==> src/rtl/load_store_unit_pkg.sv <==
// Shared types for the load/store unit: FSM states, op encoding and widths.
package load_store_unit_pkg;

  localparam int REG_IDX_W = 4;
  localparam int CNT_W     = 8;

  typedef enum logic [2:0] {
    ST_IDLE,
    ST_REQ,
    ST_CAPT,
    ST_WB,
    ST_DONE
  } lsu_state_e;

  typedef enum logic {
    OP_LOAD,
    OP_STORE
  } lsu_op_e;

  function automatic logic is_word_aligned(input logic [1:0] i_lsb);
    return (i_lsb == 2'b00);
  endfunction

endpackage

==> src/rtl/load_store_unit_if.sv <==
// Request/acknowledge bus between the load/store unit and data RAM.
interface load_store_unit_if #(
  parameter int ADDR_W = 32,
  parameter int DATA_W = 32
);
  logic              mem_req;
  logic              mem_we;
  logic [ADDR_W-1:0] mem_addr;
  logic [DATA_W-1:0] mem_wdata;
  logic [DATA_W-1:0] mem_rdata;
  logic              mem_ack;

  modport master (
    output mem_req, mem_we, mem_addr, mem_wdata,
    input  mem_rdata, mem_ack
  );

  modport slave (
    input  mem_req, mem_we, mem_addr, mem_wdata,
    output mem_rdata, mem_ack
  );
endinterface

==> src/rtl/load_store_unit_timeout_ctr.sv <==
// Loadable up-counter with clear; o_terminal flags the increment that reaches TIMEOUT.
module lsu_timeout_ctr
  import load_store_unit_pkg::*;
#(
  parameter int TIMEOUT = 255
) (
  input  logic             clk,
  input  logic             rst_n,
  input  logic             i_clr,
  input  logic             i_load,
  input  logic [CNT_W-1:0] i_load_val,
  input  logic             i_en,
  output logic             o_terminal
);

  logic [CNT_W-1:0] r_count;
  logic [CNT_W-1:0] w_next;

  assign w_next     = r_count + CNT_W'(1);
  assign o_terminal = i_en && (w_next == CNT_W'(TIMEOUT));

  always_ff @(posedge clk or negedge rst_n) begin
    if (!rst_n) begin
      r_count <= '0;
    end else if (i_clr) begin
      r_count <= '0;
    end else if (i_load) begin
      r_count <= i_load_val;
    end else if (i_en) begin
      r_count <= w_next;
    end
  end

endmodule

==> src/rtl/load_store_unit.sv <==
// Sequences one LDR/STR at a time toward data RAM and drives the write-back mux
// inputs, delaying the register-bank strobe one cycle to match the mux register.
module load_store_unit
  import load_store_unit_pkg::*;
#(
  parameter int ADDR_W  = 32,
  parameter int DATA_W  = 32,
  parameter int TIMEOUT = 255
) (
  input  logic                 clk,
  input  logic                 rst_n,
  input  logic                 i_start,
  input  logic                 i_is_load,
  input  logic                 i_is_store,
  input  logic [ADDR_W-1:0]    i_addr,
  input  logic [DATA_W-1:0]    i_store_data,
  input  logic [REG_IDX_W-1:0] i_dest_reg,
  output logic                 o_busy,
  output logic                 o_done,
  output logic                 o_err,
  output logic                 o_ld_sel,
  output logic [DATA_W-1:0]    o_ld_data,
  output logic                 o_wb_en,
  output logic [REG_IDX_W-1:0] o_wb_reg,
  load_store_unit_if.master    mem
);

  lsu_state_e           r_state;
  lsu_state_e           w_nextState;
  lsu_op_e              r_op;
  logic [ADDR_W-1:0]    r_addr;
  logic [DATA_W-1:0]    r_storeData;
  logic [DATA_W-1:0]    r_ldData;
  logic [REG_IDX_W-1:0] r_destReg;
  logic                 r_err;

  logic w_opValid;
  logic w_aligned;
  logic w_startIdle;
  logic w_accept;
  logic w_startErr;
  logic w_ctrEn;
  logic w_terminal;
  logic w_timeout;

  assign w_opValid   = i_is_load ^ i_is_store;
  assign w_aligned   = is_word_aligned(i_addr[1:0]);
  assign w_startIdle = (r_state == ST_IDLE) && i_start;
  assign w_accept    = w_startIdle && w_opValid && w_aligned;
  assign w_startErr  = w_startIdle && !(w_opValid && w_aligned);
  assign w_ctrEn     = (r_state == ST_REQ);
  // An ack arriving on the terminal cycle completes the access instead of timing out.
  assign w_timeout   = w_ctrEn && !mem.mem_ack && w_terminal;

  lsu_timeout_ctr #(
    .TIMEOUT (TIMEOUT)
  ) u_timeout_ctr (
    .clk        (clk),
    .rst_n      (rst_n),
    .i_clr      (w_accept),
    .i_load     (1'b0),
    .i_load_val ('0),
    .i_en       (w_ctrEn),
    .o_terminal (w_terminal)
  );

  always_ff @(posedge clk or negedge rst_n) begin
    if (!rst_n) begin
      r_state <= ST_IDLE;
    end else begin
      r_state <= w_nextState;
    end
  end

  always_comb begin
    w_nextState = r_state;
    case (r_state)
      ST_IDLE: begin
        if (w_accept) begin
          w_nextState = ST_REQ;
        end
      end
      ST_REQ: begin
        if (mem.mem_ack) begin
          w_nextState = (r_op == OP_LOAD) ? ST_CAPT : ST_DONE;
        end else if (w_terminal) begin
          w_nextState = ST_IDLE;
        end
      end
      ST_CAPT: w_nextState = ST_WB;
      ST_WB:   w_nextState = ST_IDLE;
      ST_DONE: w_nextState = ST_IDLE;
      default: w_nextState = ST_IDLE;
    endcase
  end

  always_comb begin
    o_busy        = (r_state != ST_IDLE);
    o_done        = 1'b0;
    o_ld_sel      = 1'b0;
    o_wb_en       = 1'b0;
    o_wb_reg      = '0;
    mem.mem_req   = 1'b0;
    mem.mem_we    = 1'b0;
    mem.mem_addr  = '0;
    mem.mem_wdata = '0;
    case (r_state)
      ST_REQ: begin
        mem.mem_req   = 1'b1;
        mem.mem_we    = (r_op == OP_STORE);
        mem.mem_addr  = {r_addr[ADDR_W-1:2], 2'b00};
        mem.mem_wdata = r_storeData;
      end
      ST_CAPT: begin
        o_ld_sel = 1'b1;
      end
      ST_WB: begin
        o_ld_sel = 1'b1;
        o_wb_en  = 1'b1;
        o_wb_reg = r_destReg;
        o_done   = 1'b1;
      end
      ST_DONE: begin
        o_done = 1'b1;
      end
      default: ;
    endcase
  end

  assign o_err     = r_err;
  assign o_ld_data = r_ldData;

  // Transaction latches, load-data capture and the registered error pulse.
  always_ff @(posedge clk or negedge rst_n) begin
    if (!rst_n) begin
      r_op        <= OP_LOAD;
      r_addr      <= '0;
      r_storeData <= '0;
      r_destReg   <= '0;
      r_ldData    <= '0;
      r_err       <= 1'b0;
    end else begin
      r_err <= w_startErr || w_timeout;
      if (w_accept) begin
        r_op        <= i_is_load ? OP_LOAD : OP_STORE;
        r_addr      <= i_addr;
        r_storeData <= i_store_data;
        r_destReg   <= i_dest_reg;
      end
      if ((r_state == ST_REQ) && mem.mem_ack && (r_op == OP_LOAD)) begin
        r_ldData <= mem.mem_rdata;
      end
    end
  end

endmodule

==> src/flat_wrapper.sv <==
// flat-port wrapper written by rule: the top's interface ports become plain ports
module load_store_unit_flat import load_store_unit_pkg::*;
#(
  parameter int ADDR_W  = 32,
  parameter int DATA_W  = 32,
  parameter int TIMEOUT = 255
)
  (clk, rst_n, i_start, i_is_load, i_is_store, i_addr, i_store_data, i_dest_reg, o_busy, o_done, o_err, o_ld_sel, o_ld_data, o_wb_en, o_wb_reg, mem_mem_req, mem_mem_we, mem_mem_addr, mem_mem_wdata, mem_mem_rdata, mem_mem_ack);
  load_store_unit_if #(.ADDR_W(ADDR_W), .DATA_W(DATA_W)) mem_i ();
  input  logic clk;
  input  logic rst_n;
  input  logic i_start;
  input  logic i_is_load;
  input  logic i_is_store;
  input  logic [ADDR_W-1:0] i_addr;
  input  logic [DATA_W-1:0] i_store_data;
  input  logic [REG_IDX_W-1:0] i_dest_reg;
  output logic o_busy;
  output logic o_done;
  output logic o_err;
  output logic o_ld_sel;
  output logic [DATA_W-1:0] o_ld_data;
  output logic o_wb_en;
  output logic [REG_IDX_W-1:0] o_wb_reg;
  output wire logic [$bits(mem_i.mem_req)-1:0] mem_mem_req;
  output wire logic [$bits(mem_i.mem_we)-1:0] mem_mem_we;
  output wire logic [$bits(mem_i.mem_addr)-1:0] mem_mem_addr;
  output wire logic [$bits(mem_i.mem_wdata)-1:0] mem_mem_wdata;
  input wire logic [$bits(mem_i.mem_rdata)-1:0] mem_mem_rdata;
  input wire logic [$bits(mem_i.mem_ack)-1:0] mem_mem_ack;
  assign mem_mem_req = mem_i.mem_req;
  assign mem_mem_we = mem_i.mem_we;
  assign mem_mem_addr = mem_i.mem_addr;
  assign mem_mem_wdata = mem_i.mem_wdata;
  assign mem_i.mem_rdata = mem_mem_rdata;
  assign mem_i.mem_ack = mem_mem_ack;
  load_store_unit #(.ADDR_W(ADDR_W), .DATA_W(DATA_W), .TIMEOUT(TIMEOUT)) u_core (.clk(clk), .rst_n(rst_n), .i_start(i_start), .i_is_load(i_is_load), .i_is_store(i_is_store), .i_addr(i_addr), .i_store_data(i_store_data), .i_dest_reg(i_dest_reg), .o_busy(o_busy), .o_done(o_done), .o_err(o_err), .o_ld_sel(o_ld_sel), .o_ld_data(o_ld_data), .o_wb_en(o_wb_en), .o_wb_reg(o_wb_reg), .mem(mem_i));
endmodule
==> config.mk <==
export PLATFORM = sky130hd
export DESIGN_NAME = load_store_unit_flat
export DESIGN_NICKNAME = d
export VERILOG_FILES = /design/src/rtl/load_store_unit_pkg.sv /design/src/rtl/load_store_unit_if.sv /design/src/rtl/load_store_unit_timeout_ctr.sv /design/src/rtl/load_store_unit.sv /design/src/flat_wrapper.sv
export SDC_FILE = /design/constraint.sdc
export NUM_CORES = 1
export LEC_CHECK = 0
export CAP_MARGIN = 20
export CORE_UTILIZATION = 38
export DETAILED_ROUTE_END_ITERATION = 10
export PLACE_DENSITY_LB_ADDON = 0.05
export SLEW_MARGIN = 20
export SYNTH_ARGS = -nofsm -noshare
export SYNTH_HDL_FRONTEND = slang
export SYNTH_SLANG_ARGS = --single-unit
export TNS_END_PERCENT = 20
==> constraint.sdc <==
create_clock -name clk -period 2.14 [get_ports clk]
set_clock_uncertainty 0.15 [all_clocks]
set_input_delay 0.321 -clock clk [delete_from_list [all_inputs] [get_ports clk]]
set_output_delay 0.321 -clock clk [all_outputs]
set_load 0.03 [all_outputs]
Word-level counts from Yosys, hierarchy flattened
Cells that the tools add are included.

storage, ports and cells
  input bits = 106
  flip-flop bits (word level) = 113
  output and inout port bits = 107
  word-level logic and storage cells = 54

cells by class
  bitwise operators = 2
  add/subtract/negate cells = 1
  reductions and logical operators = 20
  multiplexer cells = 16
  equality and inequality tests = 7

operators by type and width
  operator                                       number
  two-way mux 32 bit                             2
  two-way mux 8 bit                              2
  two-way mux 3 bit                              4
  logical AND 1 bit                              10
  case mux 3 bit (3 select lines)                1
  adder 8 x 1 -> 8 bit, second input constant    1
  == test 8 bit, second input constant           1
  == test 3 x 2 -> 1 bit, second input constant  2
  two-way mux 1 bit                              6
  two-way mux 4 bit                              1
  OR reduction 2 bit                             2
  == test 3 x 1 -> 1 bit, second input constant  1
  == test 3 bit, second input constant           1
  logical NOT 3 bit                              1
  != test 3 x 2 -> 1 bit, second input constant  1
  nonzero test 3 bit                             1
  logical NOT 1 bit                              2
  logical NOT 2 bit                              1
  != test 2 bit, second input constant           1
  AND reduction 2 bit                            1
  nonzero test 2 bit                             1
  logical OR 1 bit                               1
  inverter 1 bit                                 1
  bitwise XOR 1 bit                              1

Logic depth before layout (Yosys ltp)
  word-level depth = 6
  mapped depth = 7
  mapped depth without buffers = 6

Modules after synthesis
From an unflattened synthesis, not the netlist that was laid out.

unflattened totals
  cell total of the unflattened synthesis = 376
  area, all modules = 5006.1 µm²

by module, submodules not included
  module           area an instance (µm²)  instances  cells an instance
  load_store_unit  4441.8                  1          312
  lsu_timeout_ctr  564.3                   1          64

Worst setup path after synthesis
No wires, ideal clock.

  path kind = register to output
  from = reg u_core.r_state[1]
  to = out mem_mem_addr[22]
  setup slack = -0.193 ns
  arrival = 1.862 ns
  stages on the path, launching flop included = 6
  cell sequence = dfrtp_1 -> or3b_1 -> buf_2 -> inv_2 -> clkbuf_1 -> and2_1

between the ends
  longest elaborated chain between the ends = 2

RTL lines
  element                 RTL line                text
  from (decl)             load_store_unit.sv:28   lsu_state_e r_state;
  from (signal assigned)  load_store_unit.sv:71   r_state <= w_nextState;
  == test 3 x 1 -> 1 bit  load_store_unit.sv:107  case (r_state)
  two-way mux 32 bit      load_store_unit.sv:107
  to (decl)               flat_wrapper.sv:27      output wire logic [$bits(mem_i.mem_addr)-1:0] mem_mem_addr;

Every way passes these cells.

Worst setup path in the final report
  from = reg u_core.r_state[2]
  to = out mem_mem_wdata[3]

between the ends
  longest elaborated chain between the ends = 2

RTL lines
  element                 RTL line                text
  == test 3 x 1 -> 1 bit  load_store_unit.sv:107
  two-way mux 32 bit      load_store_unit.sv:107
  to (decl)               flat_wrapper.sv:28      output wire logic [$bits(mem_i.mem_wdata)-1:0] mem_mem_wdata;

Every way passes these cells.

==> flow_summary.toml <==
[worst_setup_path]
arrival_ps = 1750
required_ps = 1670
start_kind = "register"
r2r-start = "u_core.r_state[2]"
path_class = "reg2out"
worstSetupEndpointType = "output pin"
crit_fanout = 11
crit_start = "u_core.r_state[2]"
reg2reg_slack_ps = 50

[clock_network]
path_clk_slew_ps = 70
clockBufferDepth = 2
numCtsBuffers = 9
cts_tree = "done"
root_buffer = "clkbuf_16"
clkLatencyLatePin_ps = 340
htreeDepth = 3
clock-sinks = 111

[outcome]
outcome = "finished with violations"
violations = "setup timing"

[layout]
layout-drive-gt1-share_pct = 43.52
n_antenna_cell = 0
nFillCells = 1036
final_nets = 705
register_area_um2 = 2778
layout_commonest_cell = "clkdlybuf4s50_1"
areaGrowthSynthToFinish_pct = 62.93
final_area_um2 = 7973
final_cell_mix = "137 x clkdlybuf4s50_1, 111 x dfrtp_1, 98 x mux2_2, 63 x buf_6, 47 x and2_4"
instances_no_fill = 774
multi_input_area_um2 = 2117

[floorplanning]
fp.dieH_um = 115.5
core-area_um2 = 12570
num_io_pins = 213
rows = 41
dieArea_um2 = 13340
start_util_pct = 38.93
chipWidth_um = 115.5

[global_routing]
grt_start_max_net_pins = 44
track_usage_pct = 17.82
grt_overflow = 0
grt_pass1_vias = 3669
antenna_found_initial = 0
grt_pass1_wl_mm = 18.11

[logic_synthesis]
synth_seq_cells = 111
synth_edf_count = 0
ys_top_cells_by_area = "dfrtp_1 57%, mux2_2 23%, and2_1 8.4%"
yosysSeqAreaShare_pct = 56.76
synth_top_area_cell = "dfrtp_1"
syn_avg_cell_area_um2 = 13.15
synth.distinct_cells = 40
ys_async_sr_fraction_pct = 100.0
syn_inst = 372
ys.flop_type = "dfrtp_1"
synth_area_um2 = 4893
yosys.area.top_type_share_pct = 56.76
yosysWarnings = 0

[power_and_ir_drop]
power_uw = 11770
p_per_area_nw_per_um2 = 1476
power_leakage_uw = 0.003566
ir_drop_mv = 0.6924

[routing]
drtPass1Iterations = 4
wl_per_cell_um = 15.25
drc_errors = 0
ant_nets = 0
drt_iter0_drc = 130
vias_per_cell = 4.705
vias = 3642
wirelength_mm = 11.80

[sta]
setup_viol = 63
period_share_pct = 103.8
min_period_ps = 2221
max_freq_mhz = 450.2
fin_tns_setup_ps = -3461
slew_viol_final = 0
worst_slack_ps = -81.16
rsz0062_at_grt = "yes"
hold_violations = 0
hold_slack_ps = 318.1

[placement]
dpl.hpwl_mm = 8.221
place.gp.congestion = 0.7084
place_area_um2 = 7178
port_buffers = 210
place_inst = 750

[worst_hold_path]
hold_class = "in2async"

[run]
cap_violations = 0
==> synthesized netlist by cell type, types with 2 or more instances <==
master	count
nand3_1	4
a31oi_1	4
o31ai_1	3
o21ai_0	9
a21oi_1	2
and2_1	66
nand2_1	6
buf_4	2
buf_2	2
clkbuf_1	16
inv_1	4
o21a_1	2
and3_1	7
ha_1	2
nand3b_1	2
dfrtp_1	111
buf_6	3
nand4_1	3
nor2_1	5
xnor2_1	2
mux2_2	98
==> stage by stage <==
step	setup slack, ps	util [%]
finish	-81.16	63.43
global route	-146.4	63.43
CTS	-140.3	62.35
detailed placement	65.24	57.11
global placement	78.43	57.11
floorplan	-90.24	-
==> cell families after synthesis <==
logic type      Yosys count  synth area share [%]
compound gates           26                 3.477
mux                     100                 22.99
xor+xnor                  3                0.5370
simple gates            101                 12.84
fa+ha+maj                 2                0.5113
other cells               1               0.07663
flops                   111                 56.76
buf+inv                  28                 2.812
==> path summary, 6_finish.rpt <==
kind	to	cells after the start
setup / recovery	mem_mem_wdata[3]	5
min in group clk	u_core.r_addr[25]	1
setup reg to reg	u_core.o_ld_data[18]	5
hold / removal	u_core.o_ld_data[30]	2
hold reg to reg	u_core.r_addr[25]	1
max in group asynchronous	u_core.r_addr[23]	3
==> worst max-delay path: stages, from the launching register on <==
cell and delay, ps:
dfrtp_1 400, or3b_4 450, clkinv_8 110, clkbuf_16 160, and2_4 150, buf_6 120
==> state kept, by name (all words and copies together), names as in the netlist <==
register and count:
u_core.o_err 1, u_core.o_ld_data 32, u_core.r_addr 30, u_core.r_destReg 4, u_core.r_op 1, u_core.r_state 3, u_core.r_storeData 32, u_core.u_timeout_ctr.r_count 8
==> final cells by class <==
| class | count | share of cell area (%) |
|---|---|---|
| Clock buffer | 13 | 3.264 |
| Clock inverter | 3 | 0.8161 |
| Inverter | 5 | 0.3923 |
| Multi-Input combinational cell | 234 | 26.55 |
| Sequential cell | 111 | 34.84 |
| Tap cell | 172 | 2.699 |
| Timing Repair Buffer | 236 | 31.43 |
==> timing repair <==
item | in CTS | in global routing
gates resized for setup | 91 | 45
pin swaps | 5 | 32
buffers inserted | 2 | 2
endpoints found under the setup margin | 71 | 95
hold endpoints to repair | 31 | 0
cloned | 1 | 2
hold buffers | 1 | 0
==> power by group <==
group          total (uW)  switching [uW]  leakage (uW)  internal (uW)
logic                6260            3030       0.00205           3230
registers            3690             571       0.00135           3120
clock network        1810             725      0.000160           1090
==> metal layers <==
layer / global-route usage, % / wire length [um] / vias to the layer above
met5: 0 / 0 / -
met4: 7.273 / 189 / 0
met3: 5.596 / 931 / 14
met2: 28.38 / 5787 / 135
met1: 22.54 / 4895 / 1762
li1: - / - / 1731
Power figures use the tool's default switching activity.
